<file path="src/rtl/life_array_reader_if.sv">
// Bundle of the life-array read port and the row-stream handshake for life_array_reader.
// pop_count exists only when LIFE_READER_POPCOUNT_EN is defined.
interface life_array_reader_if;
  logic        start;
  logic        busy;
  logic        done;
  logic [1:0]  valo_selector;
  logic [15:0] valo;
  logic [7:0]  row_data;
  logic [2:0]  row_index;
  logic        row_valid;
  logic        row_ready;
  logic        frame_last;
`ifdef LIFE_READER_POPCOUNT_EN
  logic [6:0]  pop_count;
`endif

`ifdef LIFE_READER_POPCOUNT_EN
  modport master (
    input  start, valo, row_ready,
    output busy, done, valo_selector, row_data, row_index, row_valid, frame_last, pop_count
  );
  modport slave (
    output start, valo, row_ready,
    input  busy, done, valo_selector, row_data, row_index, row_valid, frame_last, pop_count
  );
`else
  modport master (
    input  start, valo, row_ready,
    output busy, done, valo_selector, row_data, row_index, row_valid, frame_last
  );
  modport slave (
    output start, valo, row_ready,
    input  busy, done, valo_selector, row_data, row_index, row_valid, frame_last
  );
`endif
endinterface

</file>
<file path="src/rtl/life_array_reader.sv">
// Sweeps the 8x8 life array's quadrant port into a frame snapshot and streams it row by row.
// Optional live-cell count output enabled by LIFE_READER_POPCOUNT_EN.
module life_array_reader #(
  parameter int unsigned READ_LAT = 1
) (
  input logic           clk,
  input logic           reset,
  life_array_reader_if.master bus
);

  localparam logic [1:0] StIdle  = 2'd0;
  localparam logic [1:0] StSweep = 2'd1;
  localparam logic [1:0] StEmit  = 2'd2;
  localparam logic [1:0] StFin   = 2'd3;

  localparam logic [1:0] LatLast = 2'(READ_LAT - 1);

  logic [1:0]       state_q, state_d;
  logic [1:0]       quad_q, quad_d;
  logic [1:0]       lat_q, lat_d;
  logic [2:0]       row_q, row_d;
  logic [3:0][15:0] frame_q, frame_d;
  logic [7:0]       row_bits;

`ifdef LIFE_READER_POPCOUNT_EN
  logic [6:0] pop_q, pop_d;

  function automatic logic [4:0] popcount16(input logic [15:0] w);
    logic [4:0] n;
    n = '0;
    for (int i = 0; i < 16; i++) n = n + 5'(w[i]);
    return n;
  endfunction
`endif

  always_comb begin
    state_d = state_q;
    quad_d  = quad_q;
    lat_d   = lat_q;
    row_d   = row_q;
    frame_d = frame_q;
`ifdef LIFE_READER_POPCOUNT_EN
    pop_d   = pop_q;
`endif
    case (state_q)
      // FIN accepts start too, so back-to-back frames need no idle gap
      StIdle, StFin: begin
        if (bus.start) begin
          state_d = StSweep;
          quad_d  = 2'd0;
          lat_d   = 2'd0;
`ifdef LIFE_READER_POPCOUNT_EN
          pop_d   = '0;
`endif
        end else begin
          state_d = StIdle;
        end
      end
      StSweep: begin
        if (lat_q == LatLast) begin
          frame_d[quad_q] = bus.valo;
`ifdef LIFE_READER_POPCOUNT_EN
          pop_d = pop_q + 7'(popcount16(bus.valo));
`endif
          lat_d = 2'd0;
          if (quad_q == 2'd3) begin
            state_d = StEmit;
            row_d   = 3'd0;
          end else begin
            quad_d = quad_q + 2'd1;
          end
        end else begin
          lat_d = lat_q + 2'd1;
        end
      end
      StEmit: begin
        if (bus.row_ready) begin
          row_d = row_q + 3'd1;
          if (row_q == 3'd7) state_d = StFin;
        end
      end
      default: state_d = StIdle;
    endcase
  end

  always_ff @(posedge clk) begin
    if (reset) begin
      state_q <= StIdle;
      quad_q  <= 2'd0;
      lat_q   <= 2'd0;
      row_q   <= 3'd0;
      frame_q <= '0;
`ifdef LIFE_READER_POPCOUNT_EN
      pop_q   <= '0;
`endif
    end else begin
      state_q <= state_d;
      quad_q  <= quad_d;
      lat_q   <= lat_d;
      row_q   <= row_d;
      frame_q <= frame_d;
`ifdef LIFE_READER_POPCOUNT_EN
      pop_q   <= pop_d;
`endif
    end
  end

  // Cell (R,C) lives in quadrant {C>=4, R>=4} at bit (C%4)*4 + R%4
  always_comb begin
    row_bits = '0;
    for (int c = 0; c < 8; c++) begin
      row_bits[c] = frame_q[{c[2], row_q[2]}][{c[1:0], row_q[1:0]}];
    end
  end

  always_comb begin
    bus.busy          = (state_q != StIdle);
    bus.done          = (state_q == StFin);
    bus.valo_selector = (state_q == StSweep) ? quad_q : 2'b00;
    bus.row_valid     = (state_q == StEmit);
    bus.row_index     = row_q;
    bus.row_data      = (state_q == StEmit) ? row_bits : 8'h00;
    bus.frame_last    = (state_q == StEmit) && (row_q == 3'd7);
`ifdef LIFE_READER_POPCOUNT_EN
    bus.pop_count     = pop_q;
`endif
  end

endmodule
</file>
<file path="src/flat_wrapper.sv">
// flat-port wrapper written by rule: the top's interface ports become plain ports
module life_array_reader_flat 
#(
  parameter int unsigned READ_LAT = 1
)
  (clk, reset, bus_start, bus_valo, bus_row_ready, bus_busy, bus_done, bus_valo_selector, bus_row_data, bus_row_index, bus_row_valid, bus_frame_last);
  life_array_reader_if bus_i ();
  input logic clk;
  input logic reset;
  input wire logic [$bits(bus_i.start)-1:0] bus_start;
  input wire logic [$bits(bus_i.valo)-1:0] bus_valo;
  input wire logic [$bits(bus_i.row_ready)-1:0] bus_row_ready;
  output wire logic [$bits(bus_i.busy)-1:0] bus_busy;
  output wire logic [$bits(bus_i.done)-1:0] bus_done;
  output wire logic [$bits(bus_i.valo_selector)-1:0] bus_valo_selector;
  output wire logic [$bits(bus_i.row_data)-1:0] bus_row_data;
  output wire logic [$bits(bus_i.row_index)-1:0] bus_row_index;
  output wire logic [$bits(bus_i.row_valid)-1:0] bus_row_valid;
  output wire logic [$bits(bus_i.frame_last)-1:0] bus_frame_last;
  assign bus_i.start = bus_start;
  assign bus_i.valo = bus_valo;
  assign bus_i.row_ready = bus_row_ready;
  assign bus_busy = bus_i.busy;
  assign bus_done = bus_i.done;
  assign bus_valo_selector = bus_i.valo_selector;
  assign bus_row_data = bus_i.row_data;
  assign bus_row_index = bus_i.row_index;
  assign bus_row_valid = bus_i.row_valid;
  assign bus_frame_last = bus_i.frame_last;
  life_array_reader #(.READ_LAT(READ_LAT)) u_core (.clk(clk), .reset(reset), .bus(bus_i));
endmodule
</file>
<file path="config.mk">
export PLATFORM = sky130hd
export DESIGN_NAME = life_array_reader_flat
export DESIGN_NICKNAME = d
export VERILOG_FILES = /design/src/rtl/life_array_reader_if.sv /design/src/rtl/life_array_reader.sv /design/src/flat_wrapper.sv
export SDC_FILE = /design/constraint.sdc
export NUM_CORES = 1
export LEC_CHECK = 0
export ABC_AREA = 1
export CORE_ASPECT_RATIO = 1.25
export CORE_MARGIN = 2
export CORE_UTILIZATION = 40
export DETAILED_ROUTE_END_ITERATION = 8
export DONT_BUFFER_PORTS = 1
export PLACE_DENSITY_LB_ADDON = 0.15
export SYNTH_ARGS = -nofsm -noshare
export SYNTH_HDL_FRONTEND = slang
export SYNTH_SLANG_ARGS = --single-unit
</file>
<file path="constraint.sdc">
create_clock -name clk -period 1.59 [get_ports clk]
set_input_delay 0.2385 -clock clk [delete_from_list [all_inputs] [get_ports clk]]
set_output_delay 0.2385 -clock clk [all_outputs]
set_load 0.01 [all_outputs]
</file>
# After elaboration in Yosys (flattened, before gate mapping)
# Cells that the tools add are included.
dict set report op_classes {
  n_lt_le_gt_ge 8
  mul 0
  reduce_logical 13
  n_shift 0
  n_mux 41
  div 0
  eq_ne 11
  addsub 3
  bitwise 0
}
# cell count
set op_table {}
lappend op_table {{16-bit 2-to-1 mux} 5}
lappend op_table {{64-bit bitwise mux} 1}
lappend op_table {{16-bit demux with 2-bit select} 1}
lappend op_table {{2-bit 2-to-1 mux} 9}
lappend op_table {{1-bit binary-select mux with 2-bit select} 8}
lappend op_table {{4-bit AND reduction} 3}
lappend op_table {{4-bit by 5-bit less-than comparator with 1-bit output (second input constant)} 2}
lappend op_table {{1-bit 2-to-1 mux} 9}
lappend op_table {{3-bit 2-to-1 mux} 3}
lappend op_table {{8-bit 2-to-1 mux} 1}
lappend op_table {{2-bit one-hot mux with 2 select lines} 2}
lappend op_table {{2-bit equality test (second input constant)} 3}
lappend op_table {{2-bit by 3-bit less-than comparator with 1-bit output (second input constant)} 2}
lappend op_table {{2-bit by 1-bit inequality test with 1-bit output (second input constant)} 3}
lappend op_table {{2-bit inequality test (second input constant)} 3}
lappend op_table {{2-bit one-hot mux with 3 select lines} 1}
lappend op_table {{3-bit one-hot mux with 2 select lines} 1}
lappend op_table {{2-bit nonzero test} 3}
lappend op_table {{2-bit by 5-bit less-than comparator with 1-bit output (second input constant)} 1}
lappend op_table {{3-bit by 5-bit less-than comparator with 1-bit output (second input constant)} 1}
lappend op_table {{2-bit by 1-bit adder with 2-bit output (second input constant)} 2}
lappend op_table {{2-bit zero test} 2}
lappend op_table {{2-bit AND reduction} 2}
lappend op_table {{3-bit by 1-bit adder with 3-bit output (second input constant)} 1}
lappend op_table {{6 further kinds} 7}
dict set report totals {
  mem_bits_rw 0
  mem_bits_ro 0
  elab_cells 84
  output_inout_bits 17
  n_memories 0
  register_bits 73
  latch_bits 0
  in_bits 20
}

# Logic depth before layout (Yosys ltp)
# Gate-level depths: netlist of the first run.
dict set report depth {
  ltp_word 5
  ltp_mapped 10
}

# Worst setup path after synthesis of the first run
# No wires, ideal clock.
dict set report synth_path {
  kind {register -> output}
  from {register u_core.state_q[0]}
  to {output port bus_row_data[0]}
  t_arrival_ps 1146
  n_path_buf 1
  path_stages_with_launch 6
  slack_ps 205
  cell_sequence {dfxtp_1 inv_1 ha_1 buf_2 nand2_1 nor2_1}
}
dict set report synth_between {
  elab_chain_len 2
}
# item line
set synth_rtl {}
lappend synth_rtl {{start, declared} life_array_reader.sv:18} ;# logic [1:0] state_q, state_d;
lappend synth_rtl {{start signal, assigned} life_array_reader.sv:88} ;# state_q <= StIdle;
lappend synth_rtl {{start signal, assigned} life_array_reader.sv:97} ;# state_q <= state_d;
lappend synth_rtl {{2-bit equality test} --}
lappend synth_rtl {{via bus_row_valid} flat_wrapper.sv:18} ;# output wire logic [$bits(bus_i.row_valid)-1:0] bus_row_valid;
lappend synth_rtl {{8-bit 2-to-1 mux} life_array_reader.sv:122} ;# bus.row_data = (state_q == StEmit) ? row_bits : 8'h00;
lappend synth_rtl {{end, declared} flat_wrapper.sv:16} ;# output wire logic [$bits(bus_i.row_data)-1:0] bus_row_data;
# The timed path passes the listed nets, and every way through them passes these cells.

# Final worst setup path of the first run
dict set report layout_path {
  from {register u_core.row_q[2] (netlist: u_core.bus.row_index[2])}
  to {output port bus_row_data[0]}
}
dict set report layout_between {
  elab_chain_len 5
}
# item line
set layout_rtl {}
lappend layout_rtl {{start, declared} life_array_reader.sv:21} ;# logic [2:0] row_q, row_d;
lappend layout_rtl {{start signal, assigned} life_array_reader.sv:100} ;# row_q <= row_d;
lappend layout_rtl {{16-bit 2-to-1 mux (not written as such) (2 in a row)} life_array_reader.sv:112} ;# row_bits[c] = frame_q[{c[2], row_q[2]}][{c[1:0], row_q[1:0]}];
lappend layout_rtl {{1-bit binary-select mux with 2-bit select} life_array_reader.sv:112}
lappend layout_rtl {{1-bit 2-to-1 mux (not written as such)} life_array_reader.sv:112}
lappend layout_rtl {{8-bit 2-to-1 mux} life_array_reader.sv:122}
# No other way between the ends. The select of a mux whose other input is x is not followed.

==> results.tsv, run 1 <==
metric	value	unit
run_status	complete, but fails checks	
violations	setup timing	
worst_slew_margin_rel	75.4	%
synth.ff_latch_count	73	
synth_top_cells_by_count	nand2_1 (104), inv_1 (84), dfxtp_1 (73)	
p_leak	0.00169	uW
timing.final.ws_setup	-35.0	ps
vdd.ir_drop.worst	888	uV
routed-via-count	3213	
synth-async-reset-ratio	0	%
layout-drive-gt1-share	13.5	%
core_area	8700	um2
grt_pass1_wl	14600	um
die_area	9760	um2
path_buf_inv	1	
startpoint_type	flop	
dr.first_iter.drc_count	168	
rr_worst_depth	8	
regToRegEndpoint	u_core.quad_q[0]	
globalRouteTotalUtil	19.7	%
grt_antenna_before_repair	0	
placement_rows	38	
number_of_synthesized_flops_with_an_enable_pin	0	
hold_path.startpoint	bus_valo[14]	
numClockSinks	73	
hold_end	u_core.frame_q[14]	
worstHoldPathCells	2	
crit_type	flop to output pin	
critical_path.top_delay_family	flip-flops	
synth.yosys.warnings	0	
area.growth.synth_to_final	15.0	%
setup_repair_after_global_routing_missed_its_margin	true	
boundaryPins	37	
worstPathMaxFanout	19	
design.final.nets	560	
post_synthesis_cells	532	
timing.final.crit_share	102	%
required	1350	ps
ys_dominant_reg_cell	dfxtp_1	
antennaDiodeCount	0	
hp-class	input pin to flop	
grt_util_met3	5.63	%
synthesis.area	3590	um2
first_global_vias	3031	
detailed_place.area	3740	um2
synthesis.area_per_instance	6.75	um2
post_synthesis_sequential_area_ratio	40.7	%
start_util	41.3	%
regToRegSetupSlack	120	ps
design_area	4130	um2
synth_nets	564	
number_of_buffers_between_clock_root_and_the_deepest_sink	2	
drt-total-wl	8960	um
synth_top_cell_by_area	dfxtp_1	
cpMaxStageDelayCell	dfxtp_4	
place_congestion	0.793	
arrival	1390	ps
critPathCaptureType	output pin	
crit_path_cell_trace	buf_12 > nand2_1 > nand3_1 > nand2_1 > nor2_2 > nor2_4	
inserted_clock_buffers	9	
total_power	5590	uW
finalCriticalPeriod	1620	ps
worstMarginPinSlew	369	ps
grt_busiest_layer	met2	
fp.dieW	88.7	um
final-setup-viol-count	7	
vias_per_cell	4.92	
clock_input_transition_at_the_sequential_cells_of_the_worst_setup_and_hold_paths	80	ps
tritoncts_clock_tree	yes	
first_pass_iters	4	
dp_hpwl	5710	um
routed_wl_per_cell	13.7	um
post_synth_num_cell_types	18	
most_common_cell_type_on_the_critical_path	nand2_1	
global_route.usage.met2	32.0	%
grt_max_degree	42	
antenna_violating_nets_post_route	0	
grt_use_met1	24.4	%
p_per_area	1350	nW/um2
finalHoldViolations	0	
cp_slowest_stage_delay	430	ps
die_y	110	um
clock_tree.htree_level_count	3	
drv_cap	0	
clk-insertion-delay-late	350	ps
drc	0	
timing.rr.start	u_core.state_q[0]	
portBuffers	0	
clock-skew-final	10.5	ps
maxClockFrequency	0.615	GHz
synth_area_leaders	dfxtp_1 (41%), nand2_1 (11%), a21oi_1 (10%)	
grt_remaining_overflow	0	
final-max-slew-violation-count	0	
cts.root.buffer_cell	clkbuf_8	
netlist.area_leader.share	40.7	%
yosysMostFrequentCell	nand2_1	
[timing repair]
item                                    CTS  global route
endpoints found under the setup margin   13            15
buffers inserted                          0             3
pin swaps                                 2             3
hold buffers                              1             0
cloned                                    1             0
hold endpoints to repair                  4             0
gates resized for setup                  37            13
[cells in the final DEF (no fill, tap or decap)]
cell type      instances
nor2_4                 5
inv_2                  5
nand4_1                1
ha_4                   3
buf_12                 6
buf_6                  2
dlygate4sd3_1          1
buf_16                 1
inv_4                  1
dfxtp_4                2
buf_4                  9
inv_1                 81
clkinv_2               4
dfxtp_2                3
nor2_1                13
o21ai_2                1
nand3_1               51
dfxtp_1               68
nand2_2                5
a21oi_1               72
clkinv_4               1
inv_8                  1
clkbuf_8               9
ha_1                   9
nor2_2                13
clkbuf_1               1
nand2_1               99
bufinv_16              1
o21ai_0               65
[sequential cells by signal, summed over array words and instances (netlist names)]
register	count
u_core.bus.row_index	3
u_core.frame_q	64
u_core.lat_q	2
u_core.quad_q	2
u_core.state_q	2
[cell type report]
type	instances	area, um2
clock buffers	10	128
multi-input cells	337	1730
flip-flops and latches	73	1470
clock inverters	6	58.8
inverters	88	340
repair buffers	19	248
well taps	120	150
fillers	920	4570
[metrics by stage]
stage / hold slack, ps / setup TNS, ps / std cells / worst slack (ps) / utilization, %
after floorplan: 308 / 0 / 532 / 205 / -
after global placement: 311 / 0 / 632 / 15.1 / 42.9
after detailed placement: 312 / 0 / 632 / 1.99 / 42.9
after CTS: 64.6 / -307 / 650 / -51.3 / 46.8
after global routing: 61.7 / -901 / 653 / -139 / 47.5
final: 78.1 / -141 / 653 / -35.0 / 47.5
[cell families (layout without fill, tap and decap cells)]
group                    after synthesis  count (layout)  share of synthesized area (%)
adder cells (fa/ha/maj)               12              12                           4.18
flip-flops                            73              73                           40.7
buffers and inverters                122             123                           14.4
AO/OA/AOI/OAI                        138             138                           19.2
AND/OR/NAND/NOR                      187             187                           21.5
[power by group]
group	internal (uW)	leakage, uW	switching (uW)	total, uW
Sequential	2160	0.000595	144	2300
Combinational	701	0.000994	1180	1880
Clock	717	0.0000998	691	1410
Total	3580	0.00169	2010	5590
[routing by layer]
layer	vias up	part of all wire, %
met5	-	0
met4	0	1.2
met3	10	6.4
met2	70	49
met1	1460	44
li1	1673	-
[how the worst max path moves through the flow]
| stage | start | end | slack (ps) | cells after the start |
|---|---|---|---|---|
| final | u_core.bus.row_index[2] | bus_row_data[0] | -30 | 6 |
| after detailed placement | u_core.state_q[0] | u_core.quad_q[0] | 2 | 8 |
| after floorplan | u_core.state_q[0] | bus_row_data[0] | 210 | 5 |
| after global placement | u_core.state_q[0] | u_core.quad_q[0] | 20 | 8 |
| after global routing | u_core.bus.row_index[2] | bus_row_data[3] | -140 | 6 |
| after CTS | u_core.bus.row_index[2] | bus_row_data[0] | -50 | 6 |
[worst reg2reg max path: stages, from the launching register on]
cell and delay, ps:
dfxtp_2 380, inv_2 70, ha_1 360, nor2_2 150, inv_1 100, o21ai_2 90, nor2_1 80, nor2_1 90
nor2_1 40
Note: power is estimated with default switching activity, not from simulation.
==> run 2, diff against run 1 <==
==> constraint.sdc (replaced) <==
create_clock -name clk -period 1.59 [get_ports clk]
set_input_delay 0.318 -clock clk [delete_from_list [all_inputs] [get_ports clk]]
set_output_delay 0.318 -clock clk [all_outputs]
set_load 0.01 [all_outputs]
==> run 2 against run 1 <==
  * The flow still finishes with violations (setup timing)
  * Largest power group unchanged
  * Non-clock buffer count did not move
  * Sequential share of layout area rose by 0.18 points
  * Global-route usage fell by 0.41 points
  * Power fell by 2.0%
  * Maximum frequency fell by 2.4%
  * Flip-flop and latch count did not move
  * First-iteration DRC count fell by 3.6%
  * Highest routed layer unchanged
==> results.tsv, run 2 (synthesized netlist as in run 1, its figures left out) <==
metric	value	unit
globalRouteTotalUtil	19.3	%
run_status	complete, but fails checks	
largest_reg_flops	64	
hp-class	input pin to flop	
numClockSinks	73	
die_y	110	um
area.growth.synth_to_final	14.4	%
timing.rr.start	u_core.state_q[0]	
grt_pass1_wl	14300	um
dr.first_iter.drc_count	162	
routed-via-count	3179	
timing.final.ws_setup	-74.5	ps
number_of_filler_instances_in_the_final_layout	910	
dp_hpwl	5790	um
fin_hold_ws	25.9	ps
antennaDiodeCount	0	
die_area	9760	um2
cts.root.buffer_cell	clkbuf_8	
maxClockFrequency	0.601	GHz
finalHoldViolations	0	
worstPathMaxFanout	15	
timing.final.crit_share	105	%
final-setup-viol-count	8	
p_leak	0.00168	uW
first_global_vias	2964	
final-max-slew-violation-count	0	
startpoint_type	flop	
design.final.nets	560	
vdd.ir_drop.worst	659	uV
core_area	8700	um2
most-common-layout-cells	nand2_1 (99), inv_1 (81), a21oi_1 (72), dfxtp_1 (69), o21ai_0 (65)	
crit_type	flop to output pin	
place_congestion	0.837	
first_pass_iters	4	
worstHoldPathCells	1	
routed_wl_per_cell	13.3	um
hold_path.startpoint	reset	
hold_end	u_core.bus.row_index[1]	
fp.dieW	88.7	um
inserted_clock_buffers	9	
portBuffers	0	
finalCriticalPeriod	1660	ps
violations	setup timing	
drv_cap	0	
required	1270	ps
setup_repair_after_global_routing_missed_its_margin	true	
placement_rows	38	
drt-total-wl	8710	um
layout-drive-gt1-share	13.1	%
grt_max_degree	65	
regToRegSetupSlack	140	ps
clock_tree.htree_level_count	3	
regToRegEndpoint	u_core.quad_q[0]	
p_per_area	1330	nW/um2
top_register	u_core.frame_q	
post-place-ws	21.2	ps
drc	0	
layout.cells.most_common	nand2_1	
finalCoreUtilization	47.2	%
boundaryPins	37	
arrival	1350	ps
critPathCaptureType	output pin	
clk-insertion-delay-late	350	ps
grt_antenna_before_repair	0	
worst_slew_margin_rel	84.6	%
start_util	41.3	%
clock-skew-final	7.98	ps
clock_input_transition_at_the_sequential_cells_of_the_worst_setup_and_hold_paths	70	ps
antenna_violating_nets_post_route	0	
vias_per_cell	4.87	
tritoncts_clock_tree	yes	
grt_remaining_overflow	0	
worstMarginPinSlew	228	ps
rr_worst_depth	8	
number_of_buffers_between_clock_root_and_the_deepest_sink	2	
[run 2: cell count changes in the layout (fill, tap and decap cells not counted), sizes merged]
cell and change:
clkbuf +3, clkinv -2, bufinv -1
[run 2: cell type report]
cell class / instances / area, um2 / share of cell area [%]
flip-flops and latches: 73 / 1470 / 35.8
repair buffers: 19 / 245 / 5.97
well taps: 120 / 150 / 3.66
clock inverters: 3 / 15.0 / 0.366
inverters: 88 / 340 / 8.29
multi-input cells: 337 / 1730 / 42.0
clock buffers: 13 / 159 / 3.87
[run 2: through the flow]
step | cell area [um2] | std cells | total power [uW] | setup TNS (ps)
after global placement | 3760 | 635 | 4020 | 0
after detailed placement | 3760 | 635 | 4040 | 0
final | 4110 | 653 | 5480 | -530
after floorplan | 3590 | 532 | 3590 | 0
after global routing | 4110 | 653 | 5910 | -1330
after CTS | 4080 | 653 | 5520 | -719
[run 2: worst max path at each step]
stage,startpoint,endpoint,slack (ps),cells after the start
2_1_floorplan,u_core.state_q[0],bus_row_data[0],130,5
3_3_place_gp,u_core.state_q[0],u_core.quad_q[0],30,8
3_5_place_dp,u_core.state_q[0],u_core.quad_q[0],20,8
4_1_cts,u_core.bus.row_index[2],bus_row_data[1],-100,6
5_1_grt,u_core.bus.row_index[2],bus_row_data[6],-170,6
6_report,u_core.bus.row_index[2],bus_row_data[1],-70,6
[run 2: worst max-delay path, cell delays in order (launching register included)]
cell     delay, ps
dfxtp_4        380
buf_12         160
nand2_1         70
nand3_1         90
nand3_2         90
nand2_2         60
nor2_4         140
[run 2: routing by layer]
layer | track usage (%) | share of wire (%) | vias to the layer above
met4 | 8.55 | 1.8 | 0
li1 | - | - | 1671
met3 | 5.11 | 5.5 | 13
met2 | 31.2 | 48 | 57
met1 | 24.0 | 45 | 1438
met5 | 0 | 0 | -
[run 2: power by group]
part / internal (uW) / leakage, uW / switching [uW]
Clock: 645 / 0.0000932 / 682
Sequential: 2160 / 0.000594 / 126
Combinational: 698 / 0.000992 / 1170
Total: 3500 / 0.00168 / 1980
[run 2: repair_timing]
action	4_1_cts	5_1_grt
hold endpoints to repair	1	0
endpoints found under the setup margin	11	15
resized for setup	41	9
pin swaps	1	1
hold buffers	1	0
setup buffers	1	0
==> run 3, diff against run 2 <==
--- a/config.mk
+++ b/config.mk
@@ -17 +17,2 @@
 export SYNTH_SLANG_ARGS = --single-unit
+export TNS_END_PERCENT = 20
--- a/constraint.sdc
+++ b/constraint.sdc
@@ -3,2 +3,2 @@
 set_output_delay 0.318 -clock clk [all_outputs]
-set_load 0.01 [all_outputs]
+set_load 0.05 [all_outputs]
==> run 3 against run 2 <==
  * Largest cell class unchanged
  * Via count grew 3.9%
  * Maximum frequency shrank 11%
  * Core utilization grew 5.9 points
  * The run still ends with setup timing left
  * Power grew 14%
  * Register-to-register slack is essentially flat
  * Wire length grew 6.1%
  * Critical path depth grew 2
  * Clock-buffer cell count shrank 1
  * Final cell count grew 2.5%
  * Non-clock buffer count grew 16
==> results.tsv, run 3 (synthesized netlist as in run 1, its figures left out) <==
metric	value	unit
most_common_cell_type_on_the_critical_path	nand3_2	
final-max-slew-violation-count	0	
sw_frac_of_total	37.1	%
inserted_clock_buffers	9	
core_area	8700	um2
drv_cap	0	
critical_path.top_delay_family	flip-flops	
required	1270	ps
clk-insertion-delay-late	370	ps
clock_input_transition_at_the_sequential_cells_of_the_worst_setup_and_hold_paths	80	ps
antenna_violating_nets_post_route	0	
top_register	u_core.frame_q	
hp-class	input pin to flop	
start_util	41.3	%
numClockSinks	73	
layout-drive-gt1-share	21.7	%
hold_end	u_core.lat_q[0]	
tritoncts_clock_tree	yes	
area.growth.synth_to_final	28.5	%
crit_path_cell_trace	inv_8 > clkbuf_16 > nand2_4 > nand3_2 > nand3_2 > nand2_2 > nor2_4 > buf_12	
routed-via-count	3304	
regToRegSetupSlack	130	ps
drt-total-wl	9240	um
globalRouteTotalUtil	20.5	%
timing.rr.start	u_core.state_q[0]	
first_global_vias	3177	
timing.final.crit_share	118	%
violations	setup timing	
worstHoldPathCells	1	
largest_reg_flops	64	
hold_path.startpoint	reset	
cts.root.buffer_cell	clkbuf_8	
vdd.ir_drop.worst	983	uV
routed_wl_per_cell	13.8	um
seqCellArea	1480	um2
setup_repair_after_global_routing_missed_its_margin	true	
worstMarginPinSlew	504	ps
path_buf_inv	3	
most-common-layout-cells	nand2_1 (85), inv_1 (79), a21oi_1 (72), dfxtp_1 (68), o21ai_0 (65)	
share_seq_of_total_power	37.1	%
first_pass_iters	4	
layout.cells.most_common	nand2_1	
grt_antenna_before_repair	0	
p_leak	0.00184	uW
antennaDiodeCount	0	
dr.first_iter.drc_count	219	
p_comb_share	36.9	%
total_power	6240	uW
rr_worst_depth	8	
worst_slew_margin_rel	66.5	%
cpMaxStageDelayCell	dfxtp_4	
power.switching	2320	uW
die_y	110	um
maxClockFrequency	0.534	GHz
die_area	9760	um2
power_report.internal_total	3920	uW
worstPathMaxFanout	6	
placement_rows	38	
grt_max_degree	38	
regToRegEndpoint	u_core.quad_q[1]	
boundaryPins	37	
arrival	1560	ps
multi_input_combinational_cell_area	1860	um2
number_of_filler_instances_in_the_final_layout	874	
portBuffers	0	
crit_type	flop to output pin	
final-setup-viol-count	12	
number_of_buffers_between_clock_root_and_the_deepest_sink	2	
clock-skew-final	6.86	ps
critPathCaptureType	output pin	
finalCriticalPeriod	1870	ps
power_frac_clock	26.0	%
cp_slowest_stage_delay	420	ps
p_per_area	1350	nW/um2
finalCoreUtilization	53.0	%
startpoint_type	flop	
grt_pass1_wl	15200	um
fp.dieW	88.7	um
design.final.nets	576	
finalHoldViolations	0	
vias_per_cell	4.94	
timing.final.ws_setup	-284	ps
clock_tree.htree_level_count	3	
dp_hpwl	5910	um
drc	0	
grt_remaining_overflow	0	
place_congestion	0.812	
run_status	complete, but fails checks	
[run 3: cell count changes in the layout (fill, tap and decap cells not counted), moves of 3 or more]
cell     change
buf_12      +11
buf_4        -4
buf_6        +6
nand2_1     -14
nand2_2     +11
nand2_4      +3
nand3_1     -11
nand3_2     +11
nor2_1       -4
nor2_4       +4
[run 3: final cells by class]
| class | count | area share, % |
|---|---|---|
| clock inverter | 4 | 1.03 |
| inverter | 88 | 7.56 |
| sequential | 73 | 32.0 |
| clock buffer | 12 | 3.82 |
| tap | 120 | 3.25 |
| multi-input combinational | 337 | 40.2 |
| timing repair buffer | 35 | 12.1 |
[run 3: timing repair]
item,in CTS,in global routing
gates cloned,0,2
hold buffers,1,0
buffers inserted,2,0
endpoints found under the setup margin,17,16
endpoints found under the hold margin,2,0
pin swaps,8,13
resized for setup,38,33
[run 3: metal layers]
metal	global-route usage [%]	wire (um)
met3	3.38	363
met2	33.0	4400
met5	0	0
met1	26.3	4290
met4	10.4	187
[run 3: how the worst max path moves through the flow]
stage / start / end / depth (start not counted)
floorplan: u_core.bus.row_index[2] / bus_row_data[2] / 8
global placement: u_core.state_q[0] / u_core.quad_q[1] / 8
detailed placement: u_core.state_q[0] / u_core.quad_q[0] / 8
CTS: u_core.bus.row_index[2] / bus_row_data[0] / 8
global route: u_core.bus.row_index[2] / bus_row_data[3] / 8
finish: u_core.bus.row_index[2] / bus_row_data[0] / 8
[run 3: worst reg2reg max path, cell delays in order (launching register included)]
cell	delay, ps
dfxtp_4	400
inv_4	50
ha_2	300
nor2_2	150
inv_1	90
o21ai_1	140
nor2_1	100
nor2_1	90
nor2_1	40
[run 3: power by group through the flow]
stage          logic [uW]  registers (uW)  clock network (uW)
2_1_floorplan        1560            2310                   0
3_3_place_gp         2000            2330                   0
3_5_place_dp         2030            2340                   0
5_1_grt              2570            2350                1730
6_report             2300            2310                1620
4_1_cts              2210            2310                1660
[run 3: per-stage QoR]
step	cells	hold slack [ps]	TNS, ps	cell area, um2	setup WS (ps)
6_report	669	12.2	-2560	4620	-284
4_1_cts	667	0.555	-2730	4460	-292
5_1_grt	669	14.1	-3250	4620	-352
3_3_place_gp	648	382	-37.5	4090	-19.3
3_5_place_dp	648	381	-68.5	4090	-35.1
2_1_floorplan	532	377	-94.0	3700	-13.4
